## config.mk

```make
export PLATFORM = sky130hd
export DESIGN_NAME = csd2bin_pipe
export DESIGN_NICKNAME = d
export VERILOG_FILES = /design/src/rtl/csd2bin_pipe_pkg.sv /design/src/rtl/csd2bin_chunk.sv /design/src/rtl/csd2bin_pipe.sv
export SDC_FILE = /design/constraint.sdc
export NUM_CORES = 1
export LEC_CHECK = 0
export ABC_AREA = 1
export CORE_UTILIZATION = 50
export CTS_CLUSTER_DIAMETER = 120
export CTS_CLUSTER_SIZE = 10
export DETAILED_ROUTE_END_ITERATION = 8
export PLACE_DENSITY_LB_ADDON = 0.25
export SLEW_MARGIN = 20
export SYNTH_ARGS = -nofsm -noshare
export SYNTH_HDL_FRONTEND = slang
export SYNTH_HIERARCHICAL = 1
export SYNTH_SLANG_ARGS = --single-unit
```

## constraint.sdc

```tcl
create_clock -name clk -period 41.4 [get_ports clk]
set_input_delay 8.28 -clock clk [delete_from_list [all_inputs] [get_ports clk]]
set_output_delay 8.28 -clock clk [all_outputs]
set_load 0.01 [all_outputs]
```

## src/rtl/csd2bin_pipe_pkg.sv

```systemverilog
// Shared definitions for the pipelined CSD-to-binary converter: digit codes and stage-count helper.
// Used by csd2bin_pipe (optional error detect via CSD2BIN_PIPE_ERR_EN).
package csd2bin_pipe_pkg;

    typedef enum logic [1:0] {
        CSD_ZERO = 2'b00,
        CSD_NEG  = 2'b01,
        CSD_POS  = 2'b10,
        CSD_INV  = 2'b11
    } csd_digit_e;

    // Ceiling divide used to derive the pipeline depth from W and CHUNK.
    function automatic int unsigned ceil_div(input int unsigned a, input int unsigned b);
        return (a + b - 1) / b;
    endfunction

endpackage

```

## src/rtl/csd2bin_chunk.sv

```systemverilog
// One combinational slice of the converter: resolves CW result bits of P + ~N + carry-in.
module csd2bin_chunk #(
    parameter int unsigned CW = 16
) (
    input  logic [CW-1:0] p,
    input  logic [CW-1:0] n,
    input  logic          cin,
    output logic [CW-1:0] sum,
    output logic          cout
);

    logic [CW-1:0] n_inv;

    // Invert at CW bits before widening so the extra carry bit stays zero.
    assign n_inv = ~n;
    assign {cout, sum} = (CW+1)'(p) + (CW+1)'(n_inv) + (CW+1)'(cin);

endmodule

```

## src/rtl/csd2bin_pipe.sv

```systemverilog
// Pipelined CSD to two's-complement converter with valid/ready handshake, CHUNK bits per stage.
// Optional invalid-digit detection when CSD2BIN_PIPE_ERR_EN is defined; out_err is 0 otherwise.
module csd2bin_pipe
    import csd2bin_pipe_pkg::*;
#(
    parameter int unsigned W     = 73,
    parameter int unsigned CHUNK = 16
) (
    input  logic           clk,
    input  logic           rst,
    input  logic           in_valid,
    output logic           in_ready,
    input  logic [2*W-1:0] in_x,
    output logic           out_valid,
    input  logic           out_ready,
    output logic [W-1:0]   out_y,
    output logic           out_err
);

    localparam int unsigned NSTG = ceil_div(W, CHUNK);

    logic adv;

    logic [W-1:0] p_in;
    logic [W-1:0] n_in;

    logic [NSTG-1:0][W-1:0] p_d, n_d, y_d;
    logic [NSTG-1:0][W-1:0] p_q, n_q, y_q;
    logic [NSTG-1:0]        c_d, c_q, v_d, v_q;

    assign adv       = !out_valid || out_ready;
    assign in_ready  = adv;
    assign out_valid = v_q[NSTG-1];
    assign out_y     = y_q[NSTG-1];

    // Split each digit into positive/negative weight bits; invalid codes count as zero.
    always_comb begin
        p_in = '0;
        n_in = '0;
        for (int i = 0; i < int'(W); i++) begin
            unique case (csd_digit_e'(in_x[2*i +: 2]))
                CSD_POS: p_in[i] = 1'b1;
                CSD_NEG: n_in[i] = 1'b1;
                default: ;
            endcase
        end
    end

`ifdef CSD2BIN_PIPE_ERR_EN
    logic            err_in;
    logic [NSTG-1:0] e_d, e_q;

    always_comb begin
        err_in = 1'b0;
        for (int i = 0; i < int'(W); i++) begin
            err_in = err_in | (&in_x[2*i +: 2]);
        end
    end

    assign out_err = e_q[NSTG-1];
`else
    assign out_err = 1'b0;
`endif

    for (genvar k = 0; k < int'(NSTG); k++) begin : g_stg
        localparam int unsigned LO = k * CHUNK;
        localparam int unsigned CW = ((W - LO) < CHUNK) ? (W - LO) : CHUNK;

        logic [W-1:0]  p_s, n_s, y_s, y_nx;
        logic          c_s, v_s;
        logic [CW-1:0] sum;
        logic          cout;

        if (k == 0) begin : g_first
            assign p_s = p_in;
            assign n_s = n_in;
            assign y_s = '0;
            assign c_s = 1'b1;
            assign v_s = in_valid;
`ifdef CSD2BIN_PIPE_ERR_EN
            assign e_d[k] = err_in;
`endif
        end else begin : g_next
            assign p_s = p_q[k-1];
            assign n_s = n_q[k-1];
            assign y_s = y_q[k-1];
            assign c_s = c_q[k-1];
            assign v_s = v_q[k-1];
`ifdef CSD2BIN_PIPE_ERR_EN
            assign e_d[k] = e_q[k-1];
`endif
        end

        csd2bin_chunk #(.CW(CW)) u_chunk (
            .p    (p_s[LO +: CW]),
            .n    (n_s[LO +: CW]),
            .cin  (c_s),
            .sum  (sum),
            .cout (cout)
        );

        // Resolved lower bits ride forward; this stage fills in its own chunk.
        always_comb begin
            y_nx          = y_s;
            y_nx[LO +: CW] = sum;
        end

        assign p_d[k] = p_s;
        assign n_d[k] = n_s;
        assign y_d[k] = y_nx;
        assign c_d[k] = cout;
        assign v_d[k] = v_s;
    end

    // All stages advance together; data registers only load behind a valid word.
    always_ff @(posedge clk or posedge rst) begin
        if (rst) begin
            v_q <= '0;
            c_q <= '0;
            p_q <= '0;
            n_q <= '0;
            y_q <= '0;
        end else if (adv) begin
            v_q <= v_d;
            for (int s = 0; s < int'(NSTG); s++) begin
                if (v_d[s]) begin
                    p_q[s] <= p_d[s];
                    n_q[s] <= n_d[s];
                    y_q[s] <= y_d[s];
                    c_q[s] <= c_d[s];
                end
            end
        end
    end

`ifdef CSD2BIN_PIPE_ERR_EN
    always_ff @(posedge clk or posedge rst) begin
        if (rst) begin
            e_q <= '0;
        end else if (adv) begin
            for (int s = 0; s < int'(NSTG); s++) begin
                if (v_d[s]) begin
                    e_q[s] <= e_d[s];
                end
            end
        end
    end
`endif

    // Already-resolved operand bits and the last carry are kept for regularity but never consumed.
    logic unused_bits;
    assign unused_bits = ^{p_q, n_q, c_q};

endmodule

```

==> impl_metrics.toml <==
[clock_network]
post_cts.resized_instances = 0
clkLatencyLatePin_ns = 0.61
cts_sinks = 506
clkSlewWorstSetupHoldPaths_ns = 0.05
cts_post_setup_buffers_inserted = 0
cts_tree = "built"
root_buffer = "clkbuf_16"
cts_max_path_buffers = 3
ctsHoldBuffers = 0
cts_max_level = 2
tritoncts.num_buffers = 56

[timing]
timing.setup.tns_ns = 0
worst-slew-pin-transition_ns = 1.07
maxSlewViolCount = 0
min_period_ns = 18.48
timing.final.hold_violations = 0
layout_worst_path_cycle_share_pct = 44.6
rsz0062_at_grt = "false"
fmax_ghz = 0.0541
slew-limit-headroom_pct = 28.7
timing.final.setup_violations = 0
final.setup_skew_ns = 0.0212

[global_routing]
track_usage_pct = 22.9
antenna_found_initial = 0
global_route.overflow_total = 0
grt_max_degree = 171
grt_pass1_vias = 19300
grt_pass1_wl_um = 100000

[critical_path]
crit_path_buf_inv_count = 3
regToRegEndpoint = "g_stg[2].p_s[57]$_DFFE_PP0P_"
critical_path.reg2reg.startpoint = "v_q[4]$_DFFE_PP0P_"
setup.reg_to_reg.worst_slack_ns = 37.25
critical_path_rt_ns = 33.12
cells_on_worst_reg2reg_path = 6
critical_path.most_common_cell = "clkdlybuf4s50_1"
crit_path_max_incr_delay_ns = 0.68
timing.critical_path.slowest_stage_cell = "clkdlybuf4s50_1"
largest_fanout_on_the_critical_path = 134
worst_setup_path_start_kind = "input pin"
critical-path-top-delay-family = "buffers and inverters"
timing.setup.critical_path_class = "input pin to output pin"
timing.critical_path.cells = "clkdlybuf4s50_1, inv_2, nand2_8, clkdlybuf4s50_1"
cp-end-kind = "output pin"
worstPathArrival_ns = 10.20

[finish]
num-nets-final = 3756
stdcell_area_um2 = 29500
post_layout_nonfiller_instances = 4205
finalCoreUtilization_pct = 58.4
layout-drive-gt1-share_pct = 3.57
antenna_cells = 0
n_fill_cell = 4763
area_delta_synth_final_pct = 14.4

[synth]
yosysWarningCount = 6
synthesis.nets = 3623
netlist_area_before_placement_um2 = 25800
syn_avg_cell_area_um2 = 7.61
number_of_instances_in_the_synthesized_netlist = 3395

[die]
core_um2 = 50600
io_pins = 226
design.die.area_um2 = 52600
die_width_um = 229
row_count = 82
start_util_pct = 51.0
die_y_um = 229

[detailed_routing]
met2WireLength_um = 23200
drc_errors = 0
routed-via-count = 20700
vias_per_cell = 4.92
top_layer_used = "met4"
postRouteWirelength_um = 58500
postRouteAntennaNets = 0
wire_per_inst_um = 13.9
routed-wl-met3_um = 3160
route.layer.met1.wl_um = 31100
drt-initial-drc-count = 1913
drt_pre_antenna_iters = 5

[placement]
port_buffers = 224
postPlaceCellArea_um2 = 28000
dp.cells = 4142
dp_hpwl_um = 39400
routability_congestion = 0.843

[worst_hold_path]
hold_path_end = "out_y[4]$_DFFE_PP0P_"
hold_path_class = "register to register"
hold_depth = 2
hold_start = "out_y[4]$_DFFE_PP0P_"

[pwr]
powerDensity_nw_per_um2 = 74.0
vdd.ir_drop.worst_uv = 63.6
cellLeakagePower_uw = 0.0167

[flow_run]
cap_violations = 0

[status]
outcome = "completed"
## worst max-delay path by stage
stage,from,cells past startpoint,end
after floorplan,rst,1,c_q[0]$_DFFE_PP0P_
after global placement,out_ready,4,in_ready
after detailed placement,out_ready,4,in_ready
after CTS,out_ready,4,in_ready
after global routing,out_ready,4,in_ready
final,out_ready,4,in_ready
## registers in the layout, indices dropped and copies added, names as in the netlist
signal     cells
c_q            4
g_stg.p_s    132
out_y         73
g_stg.y_s    160
g_stg.n_s    132
v_q            5
## cells in the final DEF (no fill, tap or decap), types with 2 or more instances in the layout
master           count
or2_1                2
clkbuf_1             3
ha_1                68
nand3b_1             3
or2_4                4
nand2_2             23
dfrtp_4              2
dfrtp_2              2
xnor2_1             13
clkdlybuf4s50_1    223
nor2_1             193
a21oi_1             37
nand3_1            560
inv_2                2
xor2_1              18
nor3_1               4
nand2_1           1349
dfrtp_1            502
nand2_4              3
nand2_8              2
conb_1               2
buf_4               15
inv_1              406
fa_1                10
nand4_1              8
nor3_2               8
clkbuf_16           57
a211oi_1             3
## power breakdown
| part | internal [uW] | switching (uW) | total, uW | leakage [uW] |
|---|---|---|---|---|
| logic | 352 | 590 | 942 | 0.00946 |
| registers | 687 | 124 | 811 | 0.00653 |
| clock network | 249 | 185 | 433 | 0.000738 |
## per-layer routing
metal	track usage, %	vias up
met3	3.16	68
met4	4.71	0
met2	31.1	473
li1	-	10700
met5	0	-
met1	37.9	9453
## layout make-up
cell class                 instances  area (um^2)  share of cell area, %
tap                              672          841                   2.85
clock buffer                      60         1440                   4.87
multi-input combinational       2314        10600                   35.9
clock inverter                     3         76.3                  0.258
timing repair buffer             240         2380                   8.04
sequential                       506        12700                   42.9
inverter                         410         1550                   5.23
## metrics by stage
stage,total power [uW],setup slack (ns),hold WS (ns)
finish,2190,22.92,0.466
global route,2390,22.80,0.481
CTS,2200,22.89,0.471
detailed placement,1760,22.90,0.458
global placement,1740,22.89,0.454
floorplan,1500,18.99,0.442
## tightest hold or removal path: stages, from the launching register on
cell and delay, ns:
dfrtp_1 0.34, nand2_1 0.05, nand2_1 0.05
(Power assumes the default switching activity.)
